--- config.mk ---
export PLATFORM = sky130hd
export DESIGN_NAME = vscale_dmem_bridge
export DESIGN_NICKNAME = d
export VERILOG_FILES = /design/src/rtl/vscale_dmem_bridge.sv
export SDC_FILE = /design/constraint.sdc
export NUM_CORES = 1
export LEC_CHECK = 0
export CORE_MARGIN = 5
export CORE_UTILIZATION = 49
export CTS_BUF_LIST = sky130_fd_sc_hd__clkbuf_4 sky130_fd_sc_hd__clkbuf_8 sky130_fd_sc_hd__clkbuf_16
export DETAILED_ROUTE_END_ITERATION = 16
export PLACE_DENSITY_LB_ADDON = 0.3
export SETUP_SLACK_MARGIN = 0.1
export SLEW_MARGIN = 20
export SYNTH_ARGS = -nofsm -noshare
export SYNTH_HDL_FRONTEND = slang
export SYNTH_SLANG_ARGS = --single-unit
--- constraint.sdc ---
create_clock -name clk -period 6.65 [get_ports clk]
set_clock_uncertainty 0.2 [all_clocks]
set_input_delay 1.33 -clock clk [delete_from_list [all_inputs] [get_ports clk]]
set_output_delay 1.33 -clock clk [all_outputs]
set_load 0.02 [all_outputs]
--- src/rtl/vscale_dmem_bridge.sv ---
// Bridges the vscale dmem port (address phase, then data phase) to the req/ack data bus.
// Stores are posted through a small write buffer; reads wait until the buffer has drained.
module vscale_dmem_bridge #(
  parameter int ADDR_W     = 32,
  parameter int WB_DEPTH   = 4,
  parameter int NC_REGIONS = 2,
  parameter logic [32*NC_REGIONS-1:0] NC_BASE = {NC_REGIONS{32'h0000_0000}},
  parameter logic [32*NC_REGIONS-1:0] NC_MASK = {NC_REGIONS{32'h0000_ffff}},
  localparam int PTR_W = $clog2(WB_DEPTH),
  localparam int CNT_W = PTR_W + 1
) (
  input  logic              clk,
  input  logic              rst_n,
  input  logic              dmem_en,
  input  logic              dmem_wen,
  input  logic [2:0]        dmem_size,
  input  logic [ADDR_W-1:0] dmem_addr,
  input  logic [ADDR_W-1:0] dmem_wdata,
  output logic              dmem_wait,
  output logic [ADDR_W-1:0] dmem_rdata,
  output logic              d_req_val,
  output logic [ADDR_W-1:0] d_req_addr,
  output logic [2:0]        d_req_cop,
  output logic [ADDR_W-1:0] d_req_wdata,
  output logic [2:0]        d_req_size,
  input  logic              d_req_ack,
  input  logic [ADDR_W-1:0] d_ack_rdata,
  output logic              wb_empty,
  output logic [CNT_W-1:0]  wb_count
);

  logic [ADDR_W-1:0] fifo_addr_q [WB_DEPTH];
  logic [ADDR_W-1:0] fifo_data_q [WB_DEPTH];
  logic [2:0]        fifo_size_q [WB_DEPTH];
  logic              fifo_nc_q   [WB_DEPTH];

  logic [PTR_W-1:0]  wr_ptr_q, wr_ptr_d, rd_ptr_q, rd_ptr_d;
  logic [CNT_W-1:0]  count_q, count_d;
  logic              pend_q, pend_nc_q;
  logic [ADDR_W-1:0] pend_addr_q;
  logic [2:0]        pend_size_q;

  // Last presented request fields, shown on the bus while it is idle.
  logic [ADDR_W-1:0] hold_addr_q, hold_wdata_q;
  logic [2:0]        hold_size_q, hold_cop_q;

  logic [ADDR_W-1:0] req_addr, req_wdata;
  logic [2:0]        req_size, req_cop;
  logic              addr_nc, fifo_nonempty, wb_full, rd_issue, wr_accept, push, pop;

  // NOTE: every signal written in always_comb gets a default first, so no latch is inferred.
  always_comb begin
    addr_nc = 1'b0;
    for (int i = 0; i < NC_REGIONS; i++) begin
      if ((dmem_addr & ~ADDR_W'(NC_MASK[32*i +: 32])) == ADDR_W'(NC_BASE[32*i +: 32]))
        addr_nc = 1'b1;
    end
  end

  assign fifo_nonempty = (count_q != '0);
  assign wb_count      = count_q + CNT_W'(pend_q);
  assign wb_empty      = ~fifo_nonempty & ~pend_q;
  assign wb_full       = (wb_count == CNT_W'(WB_DEPTH));
  assign rd_issue      = rst_n & dmem_en & ~dmem_wen & wb_empty;
  assign wr_accept     = rst_n & dmem_en & dmem_wen & ~wb_full;
  assign push          = pend_q;
  assign pop           = fifo_nonempty & d_req_ack;
  assign dmem_rdata    = d_ack_rdata;

  always_comb begin
    dmem_wait = 1'b0;
    if (rst_n && dmem_en)
      dmem_wait = dmem_wen ? wb_full : ~(wb_empty & d_req_ack);
  end

  // Buffered writes always win the bus; a pending entry has no data yet and is never issued.
  always_comb begin
    d_req_val = fifo_nonempty | rd_issue;
    req_addr  = hold_addr_q;
    req_wdata = hold_wdata_q;
    req_size  = hold_size_q;
    req_cop   = hold_cop_q;
    if (fifo_nonempty) begin
      req_addr  = fifo_addr_q[rd_ptr_q];
      req_wdata = fifo_data_q[rd_ptr_q];
      req_size  = fifo_size_q[rd_ptr_q];
      req_cop   = {1'b0, fifo_nc_q[rd_ptr_q], 1'b1};
    end else if (rd_issue) begin
      req_addr  = dmem_addr;
      req_size  = dmem_size;
      req_cop   = {1'b0, addr_nc, 1'b0};
    end
  end

  assign d_req_addr  = req_addr;
  assign d_req_wdata = req_wdata;
  assign d_req_cop   = req_cop;
  assign d_req_size  = req_size << 1;

  always_comb begin
    count_d  = count_q + CNT_W'(push) - CNT_W'(pop);
    wr_ptr_d = wr_ptr_q + PTR_W'(push);
    rd_ptr_d = rd_ptr_q + PTR_W'(pop);
  end

  // NOTE: sequential state uses non-blocking assignments so every register samples pre-edge values.
  always_ff @(posedge clk or negedge rst_n) begin
    if (!rst_n) begin
      wr_ptr_q     <= '0;
      rd_ptr_q     <= '0;
      count_q      <= '0;
      pend_q       <= 1'b0;
      pend_nc_q    <= 1'b0;
      pend_addr_q  <= '0;
      pend_size_q  <= '0;
      hold_addr_q  <= '0;
      hold_wdata_q <= '0;
      hold_size_q  <= '0;
      hold_cop_q   <= '0;
    end else begin
      wr_ptr_q <= wr_ptr_d;
      rd_ptr_q <= rd_ptr_d;
      count_q  <= count_d;
      pend_q   <= wr_accept;
      if (wr_accept) begin
        pend_addr_q <= dmem_addr;
        pend_size_q <= dmem_size;
        pend_nc_q   <= addr_nc;
      end
      if (d_req_val) begin
        hold_addr_q  <= req_addr;
        hold_wdata_q <= req_wdata;
        hold_size_q  <= req_size;
        hold_cop_q   <= req_cop;
      end
    end
  end

  // NOTE: buffer storage is not reset; an entry only counts as valid through count_q.
  always_ff @(posedge clk) begin
    if (push) begin
      fifo_addr_q[wr_ptr_q] <= pend_addr_q;
      fifo_size_q[wr_ptr_q] <= pend_size_q;
      fifo_nc_q[wr_ptr_q]   <= pend_nc_q;
      fifo_data_q[wr_ptr_q] <= dmem_wdata;
    end
  end

endmodule

==> key figures <==
Clock network
  – Clk sinks: 380
  – TritonCTS Buffers: 40
  – Worst-path clk slew: 0.05 ns
  – Clock Root Buffer: clkbuf_16
  – Clk buf depth: 3
  – Worst-Skew Late Latency: 0.52 ns
  – Hold buffer count at CTS: 0
  – Post_cts resized: 0
  – TritonCTS clock tree: yes
  – H-tree depth: 2
  – Setup bufs post-CTS: 0

Floorplan
  – Core area: ~30000 um^2
  – IO Pins: 212
  – Die width: 185 um
  – Die Area: 34200 um^2
  – Initial core utilization: 0.493
  – Row count: 64
  – Vert. Die Dim: 185 um

Power
  – Max VDD drop: 0.239 mV
  – Leak: approximately 6.6 nW
  – Pwr Density: 475 nW/um^2

Logic synthesis
  – Most used DFF post-synth: edfxtp_1
  – Flops & latches, synth: 380
  – Mapped Cells: 842
  – Dominant cell type by area after synthesis: edfxtp_1
  – Post-synth EDFFs: 268
  – Post-Syn Area: 15000 um^2
  – Yosys top cell area share: 0.537
  – FFs w/ async S/R, synth: 0.295
  – Synth cell types: 34
  – YS warnings: 0
  – Seq/Total Area, Yosys: 0.724
  – Syn Nets: approximately 950
  – Syn Area/Cell: 17.8 um^2
  – Top cells by area, synth: edfxtp_1 (54%), dfrtp_1 (19%), mux4_2 (10%)

Setup path
  – Worst Path Arrival: 4.01 ns
  – Max Fanout on Critical Path: 38
  – Data required time of the critical path: about 5 ns
  – Crit. End Element: primary output
  – Crit path launch type: primary input
  – Setup CP Type: in -> out

Layout
  – Sequential cell area: about 11000 um^2
  – Core Util, Final: 0.592
  – Area of the multi-input gates: 3630 um^2
  – Commonest non-fill, non-tap cell in the layout: edfxtp_1
  – # diodes: 0
  – Cell Count, Final, Fillers Out: roughly 1.4k
  – Most frequent cells in the layout: edfxtp_1 (268), clkdlybuf4s50_1 (144), nand2_1 (130)
  – # fillers: 2294
  – Area grow syn2layout: 20.2%
  – Nets: 1076
  – Layout cells sized above 1: 0.198

Drt
  – WL met3: 1690 um
  – Drt via density: between 5 and 6
  – Routed met2 length: 14900 um
  – M1 WL: 12800 um
  – Drt wl/cell: 21.6 um
  – Iteration-0 DRC count of the detailed router: 494
  – Routed Antenna Nets: 0
  – Vias: just under 8k
  – Top routing layer used: met5
  – Final WL: 30000 um
  – Initial DRT Pass Iterations: 4
  – DRC: 0

Timing
  – Count of final max-slew check failures: 0
  – Final number of setup-violating endpoints: 0
  – Setup TNS: 0 ns
  – Final hold viol count: 0
  – Slew @ Worst Pin: 1.06 ns
  – Fmax: around 180 MHz
  – Minimum clock period: 5.54 ns
  – Period utilization: 0.833
  – Slew headroom: 0.294
  – Hold WS: 0.256 ns
  – RSZ-0062 raised after global routing: false

GRT
  – First-pass GRT wire length: 46800 um
  – Initial antenna violation count: 1
  – GRT overflow: 0
  – Vias in the first global route: between 8k and 9k
  – Total Routing Usage GR: 0.178
  – Pin count of the biggest net entering global routing: 71

Status
  – Run status: finished clean

Min path
  – Hold crit path type: reg -> reg

Placement
  – Buffers on Ports: 145
  – DP HPWL: 16900 um
  – Cell count after placement: 1320
  – Final GP Congestion: around 0.72

Job
  – Max Cap Viol: 0
[final timing paths]
path / startpoint / end / slack, ns / cells past startpoint
max in group asynchronous: rst_n / rd_ptr_q[0] / 4.06 / 3
min in group asynchronous: rst_n / hold_wdata_q[27] / 0.82 / 2
hold reg to reg: hold_wdata_q[12] / hold_wdata_q[12] / 0.26 / 2
setup / recovery: dmem_en / d_req_addr[21] / 1.11 / 6
hold / removal: hold_wdata_q[12] / hold_wdata_q[12] / 0.26 / 2
setup reg to reg: pend_q / pend_addr_q[27] / 3.99 / 6
[worst max-delay path, cell delays in order]
cell and delay (ns):
clkdlybuf4s50_1 0.45, and2_0 0.36, and3_2 0.75, buf_12 0.28, a221o_1 0.20, clkdlybuf4s50_1 0.61
[kinds of logic after synthesis]
logic type | synth area share
mux | 0.127
buf+inv | 0.0360
other cells | 0.000250
flops | 0.724
simple gates | 0.0561
xor+xnor | 0.00234
compound gates | 0.0494
fa+ha+maj | 0.00501
[sequential cells by signal, summed over array words and instances, names as in the netlist, 3 cells and up]
register,count
hold_wdata_q,32
count_q,3
fifo_addr_q,128
pend_addr_q,32
hold_addr_q,32
fifo_data_q,128
hold_cop_q,3
fifo_nc_q,4
fifo_size_q,8
[cells in the mapped netlist, drive strengths merged, types with 4 or more instances]
master  count
ha          6
edfxtp    268
a221o      68
inv         9
nand2     130
nor2        6
mux2       34
clkbuf     16
dfrtp     112
mux4       67
and2       38
nor4        4
buf        63
[where the power goes]
| part | leakage (nW) | internal, mW | switching [mW] | total [mW] |
|---|---|---|---|---|
| combinational | 2.14 | 1.46 | 1.39 | 2.85 |
| sequential | 3.75 | 3.09 | 0.355 | 3.45 |
| clock | 0.692 | 1.40 | 0.862 | 2.26 |
| total | 6.57 | 5.95 | 2.61 | 8.56 |
[final cells by class]
cell class	count	area share
sequential	380	0.603
multi-input combinational	374	0.202
clock inverter	15	0.0101
tap	396	0.0275
inverter	9	0.00187
timing repair buffer	161	0.0903
clock buffer	58	0.0660
[through the flow]
step | instance area (um^2) | worst slack, ns | total power [mW]
final | 18000 | 1.11 | 8.56
after global placement | 16600 | 1.18 | 6.34
after detailed placement | 16600 | 1.13 | 6.39
after floorplan | 15000 | 0.510 | 5.29
after CTS | 18000 | 1.12 | 8.68
after global routing | 18000 | 0.992 | 9.03
[metal layers]
| layer | global-route usage | up-vias |
|---|---|---|
| li1 | - | 3509 |
| met1 | 0.245 | 4091 |
| met2 | 0.290 | 174 |
| met3 | 0.0387 | 61 |
| met4 | 0.0487 | 2 |
| met5 | 0 | - |
Power figures use the tool's default switching activity.
